$ cat src/rtl/i_decode.sv
// Instruction decode stage: register file, control decoder,
// sign extender, load-use hazard detection and ID/EX register.
module i_decode (
  input  logic        clk,
  input  logic        rst,
  input  logic [31:0] IF_ID_instruction,
  input  logic [31:0] IF_ID_npc,
  input  logic        MEM_WB_RegWrite,
  input  logic [4:0]  MEM_WB_writereg,
  input  logic [31:0] MEM_WB_writedata,
  input  logic        flush,
  output logic        stall,
  output logic [1:0]  ID_EX_wb,
  output logic [2:0]  ID_EX_m,
  output logic [3:0]  ID_EX_ex,
  output logic [31:0] ID_EX_npc,
  output logic [31:0] ID_EX_readdat1,
  output logic [31:0] ID_EX_readdat2,
  output logic [31:0] ID_EX_sign_ext,
  output logic [4:0]  ID_EX_instr_2016,
  output logic [4:0]  ID_EX_instr_1511
);

  localparam logic [5:0] OP_RTYPE = 6'h00;
  localparam logic [5:0] OP_LW    = 6'h23;
  localparam logic [5:0] OP_SW    = 6'h2B;
  localparam logic [5:0] OP_BEQ   = 6'h04;

  logic [31:0] rf_q [32];

  logic [5:0]  opcode;
  logic [4:0]  rs;
  logic [4:0]  rt;
  logic [4:0]  rd;
  logic [31:0] sext_d;
  logic [31:0] rd1_d;
  logic [31:0] rd2_d;
  logic [1:0]  wb_d;
  logic [2:0]  m_d;
  logic [3:0]  ex_d;
  logic        wr_en;
  logic        hazard;
  logic        bubble;

  logic [1:0]  wb_q;
  logic [2:0]  m_q;
  logic [3:0]  ex_q;
  logic [31:0] npc_q;
  logic [31:0] rd1_q;
  logic [31:0] rd2_q;
  logic [31:0] sext_q;
  logic [4:0]  rt_q;
  logic [4:0]  rdf_q;

  assign opcode = IF_ID_instruction[31:26];
  assign rs     = IF_ID_instruction[25:21];
  assign rt     = IF_ID_instruction[20:16];
  assign rd     = IF_ID_instruction[15:11];
  assign sext_d = {{16{IF_ID_instruction[15]}},
                   IF_ID_instruction[15:0]};

  assign wr_en = MEM_WB_RegWrite &&
                 (MEM_WB_writereg != 5'd0);

  // Register file write port; r0 is never written
  always_ff @(posedge clk) begin
    if (rst) begin
      for (int i = 0; i < 32; i++)
        rf_q[i] <= 32'd0;
    end else if (wr_en) begin
      rf_q[MEM_WB_writereg] <= MEM_WB_writedata;
    end
  end

  // Read ports with same-cycle write-back bypass
  always_comb begin
    rd1_d = rf_q[rs];
    rd2_d = rf_q[rt];
    if (wr_en && (MEM_WB_writereg == rs))
      rd1_d = MEM_WB_writedata;
    if (wr_en && (MEM_WB_writereg == rt))
      rd2_d = MEM_WB_writedata;
    if (rs == 5'd0)
      rd1_d = 32'd0;
    if (rt == 5'd0)
      rd2_d = 32'd0;
  end

  // Main control decoder
  always_comb begin
    wb_d = 2'b00;
    m_d  = 3'b000;
    ex_d = 4'b0000;
    case (opcode)
      OP_RTYPE: begin
        ex_d = 4'b1100;
        wb_d = 2'b10;
      end
      OP_LW: begin
        ex_d = 4'b0001;
        m_d  = 3'b010;
        wb_d = 2'b11;
      end
      OP_SW: begin
        ex_d = 4'b0001;
        m_d  = 3'b001;
      end
      OP_BEQ: begin
        ex_d = 4'b0010;
        m_d  = 3'b100;
      end
      default: begin
        wb_d = 2'b00;
      end
    endcase
  end

  // Load-use hazard; a flush overrides the stall
  always_comb begin
    hazard = m_q[1] && (rt_q != 5'd0) &&
             ((rt_q == rs) || (rt_q == rt));
    stall  = hazard && !flush;
    bubble = flush || stall;
  end

  // ID/EX pipeline register
  always_ff @(posedge clk) begin
    if (rst) begin
      wb_q   <= '0;
      m_q    <= '0;
      ex_q   <= '0;
      npc_q  <= '0;
      rd1_q  <= '0;
      rd2_q  <= '0;
      sext_q <= '0;
      rt_q   <= '0;
      rdf_q  <= '0;
    end else begin
      wb_q   <= bubble ? 2'b00 : wb_d;
      m_q    <= bubble ? 3'b000 : m_d;
      ex_q   <= bubble ? 4'b0000 : ex_d;
      npc_q  <= IF_ID_npc;
      rd1_q  <= rd1_d;
      rd2_q  <= rd2_d;
      sext_q <= sext_d;
      rt_q   <= rt;
      rdf_q  <= rd;
    end
  end

  assign ID_EX_wb         = wb_q;
  assign ID_EX_m          = m_q;
  assign ID_EX_ex         = ex_q;
  assign ID_EX_npc        = npc_q;
  assign ID_EX_readdat1   = rd1_q;
  assign ID_EX_readdat2   = rd2_q;
  assign ID_EX_sign_ext   = sext_q;
  assign ID_EX_instr_2016 = rt_q;
  assign ID_EX_instr_1511 = rdf_q;

endmodule
$ cat config.mk
export PLATFORM = sky130hd
export DESIGN_NAME = i_decode
export DESIGN_NICKNAME = d
export VERILOG_FILES = /design/src/rtl/i_decode.sv
export SDC_FILE = /design/constraint.sdc
export NUM_CORES = 2
export LEC_CHECK = 0
export ABC_AREA = 1
export CAP_MARGIN = 15
export CORE_AREA = 2 2 401 403
export DETAILED_ROUTE_END_ITERATION = 10
export DIE_AREA = 0 0 403 405
export DONT_BUFFER_PORTS = 1
export PLACE_DENSITY = 0.55
export REMOVE_ABC_BUFFERS = 1
export SYNTH_ARGS = -nofsm -noshare
export SYNTH_HDL_FRONTEND = slang
export SYNTH_SLANG_ARGS = --single-unit
export TNS_END_PERCENT = 100
$ cat constraint.sdc
create_clock -name clk -period 3.4 [get_ports clk]
set_clock_uncertainty 0.1 [all_clocks]
set_input_delay 0.68 -clock clk [delete_from_list [all_inputs] [get_ports clk]]
set_output_delay 0.68 -clock clk [all_outputs]
set_load 0.05 [all_outputs]
==> flow_metrics.env <==
export IMPL_status="finished, violations left"
export IMPL_violations="slew limit, setup timing"
export IMPL_hold_class="primary input to register"
export IMPL_clockPowerShare_pct=40.5
export IMPL_slew_headroom_pct=-176
export IMPL_synth_avg_cell_area_um2=7.50
export IMPL_synth_edf_count=1024
export IMPL_ant_nets=0
export IMPL_slew_viol_final=916
export IMPL_tns_ns=-5.20
export IMPL_p_int_w=0.0258
export IMPL_grt_ovfl_total=0
export IMPL_worst_r2r_endpoint="ID_EX_readdat1[6]"
export IMPL_vdd_ir_drop_worst_uv=554
export IMPL_max_cap_violations=0
export IMPL_antenna_found_initial=16
export IMPL_fin_crit_ns=4.11
export IMPL_hold_start="IF_ID_instruction[19]"
export IMPL_dr_pass1_iters=6
export IMPL_dieHeight_um=405
export IMPL_pwr_share_seq_pct=47.5
export IMPL_core_area_um2=159000
export IMPL_vias=58900
export IMPL_fin_crit_sh_pct=121
export IMPL_grt_pass1_vias=54700
export IMPL_rr_worst_depth=9
export IMPL_worst_slack_ns=-0.712
export IMPL_power_leakage_nw=31.9
export IMPL_grt_max_degree=701
export IMPL_path_clk_slew_ns=0.05
export IMPL_viasPerCell=5.64
export IMPL_ios=253
export IMPL_area_growth_pct=12.1
export IMPL_r2r_slack_ns=1.61
export IMPL_p_per_area_nw_per_um2=506
export IMPL_grt_first_pass_wirelength_mm=384
export IMPL_clock_sinks=1148
export IMPL_crit_arrival_ns=3.33
export IMPL_synthCells=8423
export IMPL_ys_seq_elements=1148
export IMPL_post_cts_setup_buffer_count=0
export IMPL_nets=8349
export IMPL_finalSetupViolCount=17
export IMPL_initial_core_util_pct=39.7
export IMPL_critPathRequiredTime_ns=2.62
export IMPL_yosys_top_cells_area="edfxtp_1 (49%), nand2_1 (16%), nand3_1 (9.4%)"
export IMPL_row_count=147
export IMPL_final_layout_size_suffix_gt1_share_pct=6.30
export IMPL_dieArea_um2=163000
export IMPL_synthFlopType="edfxtp_1"
export IMPL_crit_slowest_cell="xor2_1"
export IMPL_clockBufferDepth=3
export IMPL_critical_path_class="primary input to primary output"
export IMPL_grt_usage_pct=32.6
export IMPL_cts_tree="yes"
export IMPL_p_sw_w=0.0100
export IMPL_startpoint_type="primary input"
export IMPL_hold_viol=0
export IMPL_syn_area_um2=63200
export IMPL_r2r_start="rf_q[1][6]"
export IMPL_cp_max_fo=700
export IMPL_yosysMostFrequentCell="nand2_1"
export IMPL_clock_latency_ns=0.80
export IMPL_cp_end_kind="primary output"
export IMPL_worst_pin_slew_ns=4.14
export IMPL_post_route_util_pct=44.5
export IMPL_netSwitchingFraction_pct=27.9
export IMPL_holdPathStages=3
export IMPL_place_congestion=0.918
export IMPL_drc=0
export IMPL_totalWireLength_mm=272
export IMPL_min_delay_worst_endpoint="ID_EX_readdat2[23]"
export IMPL_dp_hpwl_mm=151
export IMPL_ys_seq_area_share_pct=52.6
export IMPL_cp_cell_sequence="xor2_1, nor2_1, nand3_1, nand2_1, nand2_1, nor2_1, buf_4"
export IMPL_wl_per_cell_um=26.1
export IMPL_cts_buffers=136
export IMPL_pwr_share_comb_pct=12.0
export IMPL_drt_iter0_markers=8406
export IMPL_cts_root_buffer="clkbuf_16"
export IMPL_synth_top_area_cell="edfxtp_1"
export IMPL_htreeDepth=4
export IMPL_synth_distinct_cells=23
export IMPL_synth_top_area_share_pct=48.7
export IMPL_fmax_mhz=243
export IMPL_synthTopCellsByCount="nand2_1 (2713), nor2_1 (1528), nand3_1 (1190), edfxtp_1 (1024), inv_1 (854)"
export IMPL_async_flop_share_pct=0
export IMPL_io_buffers=0
export IMPL_slowest_delay_ns=0.72
export IMPL_dieWidth_um=403
export IMPL_rsz0062_at_grt="false"
export IMPL_yosysWarnings=0
[metal layers]
layer	part of all wire, %	wire length (um)	GRT usage (%)
met2	43	118000	49.6
met5	0.019	51	0
met4	6.2	16900	18.7
met1	38	103000	41.9
met3	13	34500	8.64
[flip-flops by register name (all words and copies together) (netlist names)]
register,count
ID_EX_instr_2016,5
ID_EX_readdat2,32
ID_EX_npc,32
ID_EX_sign_ext,16
ID_EX_m,2
ID_EX_ex,3
ID_EX_readdat1,32
ID_EX_wb,2
rf_q,1024
[through the flow]
stage / total power (W) / worst slack (ns) / cell area (um^2) / instances / hold slack (ns)
CTS: 0.0358 / 0.0343 / 70800 / 10400 / 0.0000162
finish: 0.0358 / -0.712 / 70900 / 10400 / 0.0322
global route: 0.0368 / 0.0466 / 70900 / 10400 / 0.0191
floorplan: 0.0195 / -4.46 / 60300 / 7790 / 0.620
global placement: 0.0213 / 0.297 / 65900 / 10100 / 0.645
detailed placement: 0.0213 / 0.378 / 65900 / 10100 / 0.663
[critical path, delay by kind of cell]
kind,cells,cell delay [ns]
simple gates,5,0.58
xor+xnor,1,0.72
buf+inv,1,0.20
[worst max-delay path by stage]
| stage | endpoint | slack (ns) | cells after the start | from |
|---|---|---|---|---|
| after floorplan | ID_EX_readdat2[0] | -4.46 | 9 | IF_ID_instruction[17] |
| after global placement | ID_EX_readdat1[18] | 0.30 | 11 | IF_ID_instruction[21] |
| after detailed placement | ID_EX_readdat2[9] | 0.38 | 8 | IF_ID_instruction[16] |
| final | stall | -0.71 | 7 | IF_ID_instruction[16] |
| after global routing | stall | 0.05 | 7 | IF_ID_instruction[16] |
| after CTS | stall | 0.03 | 7 | ID_EX_instr_2016[4] |
[final cells by class]
class | instances | area (um^2)
fillers | 15700 | 88400
flip-flops and latches | 1148 | 33200
multi-input cells | 5782 | 24000
clock buffers | 195 | 3870
repair buffers | 316 | 3410
inverters | 860 | 3260
well taps | 2086 | 2610
clock inverters | 50 | 438
diodes | 3 | 7.51
[logic make-up (layout without fill, tap and decap cells)]
group                  count (synthesis)  count (layout)  synth area share [%]
buffers and inverters               1524            1421                  9.88
other                                  1              35               0.00593
AND/OR/NAND/NOR                     5446            5446                  34.8
XOR/XNOR                              16              16                 0.222
flip-flops                          1148            1148                  52.6
AO/OA/AOI/OAI                        288             288                  2.53
[power groups by stage]
| stage | clock (W) | combinational [W] | sequential, W |
|---|---|---|---|
| final | 0.0145 | 0.00429 | 0.0170 |
| after global routing | 0.0151 | 0.00456 | 0.0171 |
| after CTS | 0.0146 | 0.00412 | 0.0170 |
| after detailed placement | 0 | 0.00402 | 0.0173 |
| after global placement | 0 | 0.00398 | 0.0173 |
| after floorplan | 0 | 0.00238 | 0.0171 |
[placed cells by master, fill, tap and decap left out, types with 4 or more instances in the layout]
master / instances
xnor2_1: 6
nand4_1: 4
o211ai_1: 62
nand2_2: 64
edfxtp_1: 1024
xor2_1: 10
buf_4: 187
clkbuf_8: 9
nor2_1: 1525
bufinv_16: 6
nand3_1: 1190
clkinv_1: 16
a21oi_1: 129
o21ai_0: 97
conb_1: 32
inv_1: 851
dfxtp_1: 122
nor3_1: 7
buf_12: 68
inv_6: 7
clkinv_2: 18
nand2_1: 2648
dlygate4sd3_1: 59
clkbuf_1: 42
clkbuf_16: 143
[timing repair]
| item | in CTS | in global routing |
|---|---|---|
| endpoints found under the hold margin | 98 | 0 |
| hold buffers | 60 | 0 |
| setup endpoints to repair | 0 | 1 |
| resized for setup | 0 | 1 |
No activity file was read; power rests on OpenSTA's default activity.
